[src/rtl/seq_buffer.sv]
// Store-and-browse buffer for converted words: circular storage with a
// user-steerable cursor, reject/overwrite full policy and sticky error flags.
module seq_buffer #(
    parameter int WIDTH     = 32,
    parameter int DEPTH     = 10,
    parameter int OVERWRITE = 0,
    parameter int IDX_W     = $clog2(DEPTH),
    parameter int CNT_W     = $clog2(DEPTH + 1)
) (
    input  logic             clk,
    input  logic             reset_n,
    input  logic             clear,
    input  logic             wr_valid,
    input  logic [WIDTH-1:0] wr_data,
    input  logic             wr_err,
    input  logic             nxt,
    input  logic             prv,
    output logic [WIDTH-1:0] rd_data,
    output logic [IDX_W-1:0] rd_index,
    output logic [CNT_W-1:0] count,
    output logic             full,
    output logic             empty,
    output logic [1:0]       err_out
);

    localparam int AW = IDX_W + 1;
    localparam logic [CNT_W-1:0] DEPTH_C = CNT_W'(DEPTH);
    localparam bit OVW = (OVERWRITE != 0);

    logic [WIDTH-1:0] mem [DEPTH];
    logic [IDX_W-1:0] head;
    logic [IDX_W-1:0] cursor;
    logic [CNT_W-1:0] cnt;
    logic [1:0]       err;

    logic [IDX_W-1:0] rd_addr, wr_addr, head_inc, last_idx, cur_nav, cur_next;
    logic [CNT_W-1:0] cnt_dec;
    logic             is_full, is_empty, wr_ok, wr_append, wr_ovw, mem_we;
    logic [IDX_W-1:0] mem_addr;

    // Sum of two in-range indices is below 2*DEPTH, so one conditional subtract wraps it.
    function automatic logic [IDX_W-1:0] wrap_add(input logic [AW-1:0] a, input logic [AW-1:0] b);
        logic [AW-1:0] s;
        s = a + b;
        if (s >= AW'(DEPTH))
            s = s - AW'(DEPTH);
        return s[IDX_W-1:0];
    endfunction

    always_comb begin
        is_full   = (cnt == DEPTH_C);
        is_empty  = (cnt == '0);
        cnt_dec   = cnt - CNT_W'(1);
        last_idx  = IDX_W'(cnt_dec);
        rd_addr   = wrap_add(AW'(head), AW'(cursor));
        wr_addr   = wrap_add(AW'(head), AW'(cnt));
        head_inc  = wrap_add(AW'(head), AW'(1));
        wr_ok     = wr_valid && !wr_err;
        wr_append = wr_ok && !is_full;
        wr_ovw    = wr_ok && is_full && OVW;
        mem_we    = reset_n && !clear && (wr_append || wr_ovw);
        mem_addr  = wr_append ? wr_addr : head;

        cur_nav = cursor;
        if (!is_empty && (nxt != prv)) begin
            if (nxt)
                cur_nav = (cursor == last_idx) ? '0 : cursor + IDX_W'(1);
            else
                cur_nav = (cursor == '0) ? last_idx : cursor - IDX_W'(1);
        end
        // Overwrite retires the oldest entry, so the cursor slides down to stay on its word.
        cur_next = cur_nav;
        if (wr_ovw && cur_nav != '0)
            cur_next = cur_nav - IDX_W'(1);
    end

    always_ff @(posedge clk) begin
        if (!reset_n || clear) begin
            head   <= '0;
            cnt    <= '0;
            cursor <= '0;
            err    <= 2'b00;
        end else begin
            cursor <= cur_next;
            if (wr_valid) begin
                if (wr_err)
                    err[0] <= 1'b1;
                else if (wr_append)
                    cnt <= cnt + CNT_W'(1);
                else if (wr_ovw)
                    head <= head_inc;
                else
                    err[1] <= 1'b1;
            end
        end
    end

    always_ff @(posedge clk) begin
        if (mem_we)
            mem[mem_addr] <= wr_data;
    end

    assign rd_data  = is_empty ? '0 : mem[rd_addr];
    assign rd_index = cursor;
    assign count    = cnt;
    assign full     = is_full;
    assign empty    = is_empty;
    assign err_out  = err;

endmodule

[config.mk]
export PLATFORM = sky130hd
export DESIGN_NAME = seq_buffer
export DESIGN_NICKNAME = d
export VERILOG_FILES = /design/src/rtl/seq_buffer.sv
export SDC_FILE = /design/constraint.sdc
export NUM_CORES = 1
export LEC_CHECK = 0
export BUFFER_PORTS_ARGS = -buffer_cell sky130_fd_sc_hd__buf_2
export CAP_MARGIN = 20
export CORE_UTILIZATION = 48
export CTS_CLUSTER_DIAMETER = 80
export DETAILED_ROUTE_END_ITERATION = 6
export PLACE_DENSITY = 0.74
export RECOVER_POWER = 100
export SYNTH_ARGS = -nofsm -noshare
export SYNTH_HDL_FRONTEND = slang
export SYNTH_SLANG_ARGS = --single-unit
[constraint.sdc]
create_clock -name clk -period 4.75 [get_ports clk]
set_clock_uncertainty 0.05 [all_clocks]
set_input_delay 0.7125 -clock clk [delete_from_list [all_inputs] [get_ports clk]]
set_output_delay 0.7125 -clock clk [all_outputs]
set_load 0.1 [all_outputs]
* Word-level counts from Yosys, hierarchy flattened *
Memory sizes are Yosys's and may differ from the RTL's.
Cells that the tools add are included.
Widths: inputs -> output; s select.

storage, ports and cells
  register bits = 10
  bits in latches = 0
  memory bits (writable) = 320
  ROM bits = 0
  output and inout bits = 44
  memories = 1

memories
  memory  depth  bits a word  rd ports  clocked after memory_dff  write ports  line  text
  mem     10     32           1         0                         1            30    logic [WIDTH-1:0] mem [DEPTH];

operators by class
  $add $sub $neg = 6
  multiply operators = 0
  divide/modulo/power cells = 0
  magnitude comparators = 2
  equality and inequality tests = 3
  shifts and indexed selects = 0
  muxes and demuxes = 9
  bitwise operators = 2
  reductions and logical operators = 16

operators with widths
  cell                 number
  $mux 32              1
  $mux 4               6
  $add 4x1->4 const B  2
  $ge 4x4->1 const B   2
  $logic_not 4->1      2
  $sub 4x1->4 const B  2
  $sub 4x4->4 const B  2
  $reduce_and 3->1     2
  $logic_and 1x1->1    5
  $logic_not 1->1      5
  $eq 4x4->1           1
  $eq 4x4->1 const B   1
  $mux 1               2
  $not 1->1            2
  $reduce_and 2->1     1
  $logic_or 1x1->1     1
  $ne 1x1->1           1

* Logic depth before layout (Yosys ltp) *
Gate-level depths: netlist of run 1.

  depth after elaboration = 6
  depth in mapped cells = 10

* Worst setup path after synthesis of run 1 *
Ideal clock, no wire load.

  path kind = register to output
  from = register cnt[0] (netlist: count[0])
  to = output port rd_data[30]
  arrival = 7.450 ns
  path slack = -3.463 ns
  cell stages (with the launch flop) = 8
  path through = dfxtp_1 > clkbuf_1 > inv_1 > ha_1 > or3b_2 > clkinv_1 > clkbuf_1 > a2111oi_0

between the ends
  word-level cells in the longest chain between the ends = 2

RTL lines
  what                      line  text
  start: declaration        33    logic [CNT_W-1:0] cnt;
  start signal: assignment  89    cnt <= cnt + CNT_W'(1);
  $logic_not 4->1           52    is_empty = (cnt == '0);
  named net empty           22    output logic empty,
  $mux 32                   103   assign rd_data = is_empty ? '0 : mem[rd_addr];
  end: declaration          18    output logic [WIDTH-1:0] rd_data,

The timed path passes the listed nets, and every way through them passes these cells.

* Worst setup path in the final report of run 1 *
  from = register cursor[2] (netlist: rd_index[2])
  to = output port rd_data[19]

between the ends
  word-level cells in the longest chain between the ends = 4
  elaborated cells between the ends (all ways) = 5
  those cells by class = add/sub: 1; order compare: 1; mux: 2; memory: 1

RTL lines
  what                                              line    text
  start: declaration                                32      logic [IDX_W-1:0] cursor;
  start signal: assignment                          84      cursor <= cur_next;
  $sub 4x4->4 / $ge 4x4->1 (equally long branches)  46, 45
  $mux 4 *                                          45      if (s >= AW'(DEPTH))
  $mem_v2 10x32 *                                   -
  $mux 32 *                                         103

Every way passes the cells marked *; elsewhere a longest branch is shown, timed or not.

==> results of run 1 <==
## worst register-to-register path: stages (launching register included)
cell and delay, ns:
dfxtp_1 0.65, inv_1 0.17, ha_1 0.26, and3b_1 0.20, nor2b_1 0.56, nand4b_1 0.48
nor3_2 0.86, buf_2 0.74
## layer usage
layer	up-vias	GRT usage, %	wire [µm]
li1	3230	-	-
met1	3659	27.9	12300
met2	221	35.2	14300
met3	54	3.36	1560
met4	0	6.82	668
met5	-	0	0
## kinds of logic after synthesis
| kind of cell | Yosys count |
|---|---|
| adders and majority gates | 12 |
| AOI/OAI and AO/OA | 96 |
| and+or+nand+nor | 160 |
| DFF | 330 |
| xor gates and xnor gates | 10 |
| muxes | 99 |
| buffers and inverters | 55 |
## final timing paths
kind | from | endpoint | slack [ns]
max | rd_index[2] | rd_data[19] | 0.23
min | wr_valid | err_out[0] | 0.43
max reg2reg | count[0] | mem[6][21] | 0.39
min reg2reg | err_out[1] | err_out[1] | 0.43
## Yosys cell counts
master / instances / area share, %
edfxtp_1: 320 / 73
nand2_1: 73 / 2.1
mux2i_1: 65 / 4.9
nor2_1: 54 / 1.5
mux4_2: 33 / 5.6
a221o_1: 31 / 2.4
a311oi_1: 31 / 2.1
clkbuf_1: 24 / 0.68
o21ai_0: 14 / 0.53
buf_2: 13 / 0.49
ha_1: 12 / 1.1
dfxtp_1: 10 / 1.5
inv_1: 7 / 0.20
a21oi_1: 6 / 0.23
nor3_1: 6 / 0.23
buf_1: 5 / 0.14
nor2b_1: 5 / 0.24
xor2_1: 5 / 0.33
buf_4: 4 / 0.23
nand2b_1: 4 / 0.19
xnor2_1: 4 / 0.27
a211oi_1: 3 / 0.17
a31oi_1: 3 / 0.14
and2_1: 3 / 0.14
nand3_1: 3 / 0.11
nand3b_1: 3 / 0.17
nand4b_1: 3 / 0.20
a2111oi_0: 2 / 0.13
a21boi_0: 2 / 0.11
o211ai_1: 2 / 0.11
a22o_1: 1 / 0.066
and3b_1: 1 / 0.066
buf_8: 1 / 0.11
clkinv_1: 1 / 0.028
mux2_2: 1 / 0.085
nand4_1: 1 / 0.047
nor3b_1: 1 / 0.057
nor3b_2: 1 / 0.095
nor4b_1: 1 / 0.066
o31a_1: 1 / 0.066
or3b_2: 1 / 0.066
xnor3_1: 1 / 0.17
## sequential cells by signal, indices dropped and copies added, names as in the netlist
register,flops
count,4
err_out,2
mem,320
rd_index,4
## power by group through the flow
stage,Sequential (W),Clock [W],Combinational [W]
after floorplan,0.00327,0,0.000135
after global placement,0.00326,0,0.000217
after detailed placement,0.00326,0,0.000220
after CTS,0.00320,0.00253,0.000221
after global routing,0.00320,0.00264,0.000229
final,0.00320,0.00249,0.000216
## cell type report
type	count	area [µm²]	share of cell area, %
clock buffer	44	910	5.80
clock inverter	15	123	0.782
inverter	8	30.0	0.192
multi-input combinational	377	3770	24.0
sequential	330	9810	62.6
tap	341	427	2.72
timing repair buffer	108	606	3.86
## per-stage QoR
step           cells  hold WS, ns
2_1_floorplan    762        0.761
3_3_place_gp    1163        0.396
3_5_place_dp    1163        0.424
4_1_cts         1222        0.422
5_1_grt         1223        0.440
6_report        1223        0.426
## repair_timing
item,CTS,global route
buffers inserted,0,0
endpoints found under the setup margin,0,15
resized for setup,0,6
==> results_dict.tcl, run 1 <==
set metrics [dict create \
    num_rows 60 \
    syn_nets 813 \
    drt_iter0_drc 589 \
    worst_ep_arrival_time_ns 3.75 \
    p_total_w 0.00591 \
    synth-warning-count 0 \
    min_period_over_period_pct 95.1 \
    h-tree-depth 2 \
    synth.distinct_cells 42 \
    io_pins 83 \
    worst_pin_slew_ns 1.29 \
    crit_type "reg -> out" \
    placed_area_mm2 0.0147 \
    grt_max_degree 45 \
    cp_num_buf_inv 4 \
    p_clk_share_pct 42.2 \
    hold_buffers 0 \
    drive_gt1_share_pct 21.2 \
    die-area_mm2 0.0282 \
    ant_nets 0 \
    avgSynthCellArea_um2 17.3 \
    synth_top_family_by_area "multiplexers" \
    p_sw_w 0.00120 \
    diodes 0 \
    gp_congestion 0.809 \
    drt_pass1_iterations 5 \
    vias_per_cell 5.86 \
    relSlewSlack_pct 13.5 \
    core_area_mm2 0.0270 \
    cp-start-kind "flip-flop" \
    grt_pass1_vias 7321 \
    die_y_um 168 \
    port_buffers 82 \
    switching_share_pct 20.3 \
    place_ws_ns 0.635 \
    tns_ns 0 \
    crit_family "buffers and inverters" \
    critPathRequiredTime_ns 3.99 \
    synth.area.mux_share_pct 10.6 \
    grt_pass1_wl_um 43400 \
    detail_route.wl_per_cell_um 23.6 \
    fin_ws_ns 0.234 \
    rsz0062_at_grt "false" \
    numCtsBuffers 34 \
    outcome "complete, no violations" \
    final_area_mm2 0.0157 \
    cp_max_fo 38 \
    wl_um 28900 \
    power_frac_comb_pct 3.7 \
    vdd_drop_max_mv 0.327 \
    end_kind "output pin" \
    pwr-share-seq_pct 54.2 \
    clk_latency_ns 0.49 \
    max_freq_ghz 0.221 \
    synth-simple-area-share_pct 5.29 \
    critPathMaxStageDelay_ns 0.49 \
    finalCriticalPeriod_ns 4.52 \
    ys_seq_elements 330 \
    crit_slowest_cell "clkbuf_2" \
    synth_compound_area_share_pct 5.97 \
    die_w_um 168 \
    setup_viol 0 \
    power_leakage_nw 4.77 \
    synth_fa_ha_area_share_pct 1.14 \
    root_buffer "clkbuf_16" \
    hold_viol_final 0 \
    crit_path_cell_trace "inv_1, ha_1, nand2_1, nor3b_4, buf_12, buf_4, mux2i_1, a221o_1, a311oi_4, clkbuf_2" \
    cap_violations 0 \
    final_max_slew_viol_count 0 \
    hpwlAfterDp_um 15500 \
    internal_power_w 0.00471 \
    drc 0 \
    final_common_cell "edfxtp_1" \
    min_path_type "in -> reg" \
    ys_seq_area_share_pct 74.3 \
    final.fill_count 1998 \
    holdPathStages 3 \
    worstSetupPathDepth 10 \
    netlist_instances 762 \
    start_util_pct 49.0 \
    pwr_density_cell_mw_per_mm2 377 \
    syn_to_final_growth_pct 18.8 \
    clockBufferDepth 3 \
    antenna_found_initial 0 \
    grt_usage_pct 20.9 \
    rr_worst_depth 7 \
    nNetsFinal 910 \
    vias 7164 \
    post-route-util_pct 58.2 \
    final_cell_mix "edfxtp_1, nand2_1, mux2i_1" \
    overflow 0 \
    cts_tree "yes" \
    cts.clk_slew.worst_paths_ns 0.06 \
    synth_area_mm2 0.0132 \
    cts.sinks 330 \
    synthXorXnorAreaFrac_pct 0.768 \
]
Power figures use the tool's default switching activity.
==> inputs of run 2 (changes only) <==
--- a/config.mk
+++ b/config.mk
@@ -10,7 +10,7 @@
 export CORE_UTILIZATION = 48
 export CTS_CLUSTER_DIAMETER = 80
 export DETAILED_ROUTE_END_ITERATION = 6
-export PLACE_DENSITY = 0.74
+export PLACE_DENSITY = 0.68
 export RECOVER_POWER = 100
 export SYNTH_ARGS = -nofsm -noshare
 export SYNTH_HDL_FRONTEND = slang
==> run 2 against run 1 <==
  * Global-route usage is 0.29 points lower
  * Sequential share of layout area hardly changed
  * Count of clock-buffer cells in the layout is 4 lower
  * Combinational power hardly changed
  * Cell count stayed put
  * Non-clock buffer count is 1 higher
  * Flip-flop and latch count stayed put
  * Clock power is 2% higher
  * Critical endpoint is now rd_data[25]
  * Largest cell class unchanged
  * Largest power group unchanged
  * Highest routed layer is now met5
==> results_dict.tcl, run 2 (synthesized netlist as in run 1, its figures left out) <==
set metrics [dict create \
    num_rows 60 \
    gp_congestion 0.829 \
    wl_um 28500 \
    min_period_over_period_pct 95.0 \
    final_cell_mix "edfxtp_1, nand2_1, mux2i_1" \
    ant_nets 0 \
    relSlewSlack_pct 14.2 \
    worst_ep_arrival_time_ns 3.75 \
    top_register "mem" \
    port_buffers 82 \
    max_freq_ghz 0.222 \
    min_path_type "in -> reg" \
    antenna_found_initial 1 \
    power_leakage_nw 4.79 \
    clockBufferDepth 3 \
    h-tree-depth 2 \
    grt_pass1_wl_um 43300 \
    cp-start-kind "flip-flop" \
    cap_violations 0 \
    crit_family "buffers and inverters" \
    fin_ws_ns 0.239 \
    p_total_w 0.00595 \
    final_max_slew_viol_count 0 \
    crit_slowest_cell "dfxtp_1" \
    die-area_mm2 0.0282 \
    p_sw_w 0.00119 \
    numCtsBuffers 34 \
    finalCriticalPeriod_ns 4.51 \
    cts.clk_slew.worst_paths_ns 0.06 \
    root_buffer "clkbuf_16" \
    drt_iter0_drc 591 \
    switching_share_pct 20.0 \
    met1_length_um 12600 \
    p_clk_share_pct 42.6 \
    final_area_mm2 0.0157 \
    detail_route.wl_per_cell_um 23.3 \
    end_kind "output pin" \
    wl_met3_um 1600 \
    cp_max_fo 74 \
    drc 0 \
    grt_max_degree 75 \
    grt_pass1_vias 7204 \
    rsz0062_at_grt "false" \
    drive_gt1_share_pct 21.1 \
    outcome "complete, no violations" \
    final_common_cell "edfxtp_1" \
    final.fill_count 2030 \
    vias 7188 \
    worst_pin_slew_ns 1.29 \
    pwr_density_cell_mw_per_mm2 379 \
    place_ws_ns 0.622 \
    clk_latency_ns 0.50 \
    drt_pass1_iterations 5 \
    power_frac_comb_pct 3.6 \
    crit_type "reg -> out" \
    hold_viol_final 0 \
    start_util_pct 49.0 \
    internal_power_w 0.00476 \
    core_area_mm2 0.0270 \
    cp_num_buf_inv 3 \
    largest_reg_flops 320 \
    critPathMaxStageDelay_ns 0.56 \
    diodes 0 \
    crit_path_cell_trace "inv_1, ha_1, nand2_1, nor3b_4, buf_12, mux2i_1, a221o_1, a311oi_1, clkbuf_4" \
    die_w_um 168 \
    syn_to_final_growth_pct 18.8 \
    setup_viol 0 \
    cts.sinks 330 \
    pwr-share-seq_pct 53.8 \
    wl_met2_um 14000 \
    vias_per_cell 5.88 \
    hpwlAfterDp_um 15600 \
    die_y_um 168 \
    placed_area_mm2 0.0149 \
    topRoutingLayerUsed "met5" \
    cts_tree "yes" \
    critPathRequiredTime_ns 3.99 \
    nNetsFinal 911 \
    grt_usage_pct 20.6 \
    vdd_drop_max_mv 0.207 \
    io_pins 83 \
    overflow 0 \
]
run 2: changes by cell type in the layout (fill, tap and decap cells not counted), moves of 3 or more:
cell / before / now
a311oi_2: 0 / 3
a311oi_4: 31 / 24
clkinv_2: 3 / 6
a311oi_1: 0 / 4
clkbuf_4: 1 / 18
clkbuf_2: 36 / 18
buf_4: 13 / 10
run 2: layer usage:
layer  GRT usage (%)  up-vias
li1                -     3234
met4            4.71        2
met1            28.7     3703
met5               0        -
met2            34.1      221
met3            3.60       28
run 2: power by group through the flow:
stage / Clock [W] / Sequential (W) / Combinational [W]
2_1_floorplan: 0 / 0.00327 / 0.000135
3_3_place_gp: 0 / 0.00326 / 0.000228
3_5_place_dp: 0 / 0.00326 / 0.000232
4_1_cts: 0.00258 / 0.00320 / 0.000232
5_1_grt: 0.00269 / 0.00320 / 0.000230
6_report: 0.00253 / 0.00320 / 0.000217
run 2: final cells by class:
| class | instances | area [µm²] | share of cell area, % |
|---|---|---|---|
| clock buffers | 40 | 895 | 5.71 |
| clock inverters | 18 | 164 | 1.05 |
| inverters | 8 | 30.0 | 0.192 |
| multi-input cells | 377 | 3680 | 23.5 |
| flip-flops and latches | 330 | 9810 | 62.6 |
| well taps | 341 | 427 | 2.72 |
| repair buffers | 109 | 669 | 4.27 |
run 2: through the flow:
stage / setup TNS, ns / hold WS, ns / cells / utilization (%)
floorplan: -0.559 / 0.761 / 762 / -
global placement: 0 / 0.401 / 1164 / 55.3
detailed placement: 0 / 0.411 / 1164 / 55.3
CTS: 0 / 0.399 / 1222 / 59.2
global route: 0 / 0.427 / 1223 / 58.2
finish: 0 / 0.406 / 1223 / 58.2
run 2: tightest hold or removal path, delay by kind of cell:
family	cells	cell delay, ns
buffers and inverters	1	0.09
AND/OR/NAND/NOR	1	0.07
AO/OA/AOI/OAI	1	0.06
run 2: final timing paths:
kind | startpoint | cells after the start | slack, ns | to
max | rd_index[1] | 9 | 0.24 | rd_data[25]
min | wr_valid | 3 | 0.41 | err_out[0]
max reg2reg | count[0] | 8 | 0.52 | mem[1][15]
min reg2reg | err_out[0] | 2 | 0.42 | err_out[0]
run 2: timing repair:
item                                    4_1_cts  5_1_grt
hold buffers                                  0        0
endpoints found under the setup margin        0        9
buffers inserted                              0        0
resized for setup                             0       10
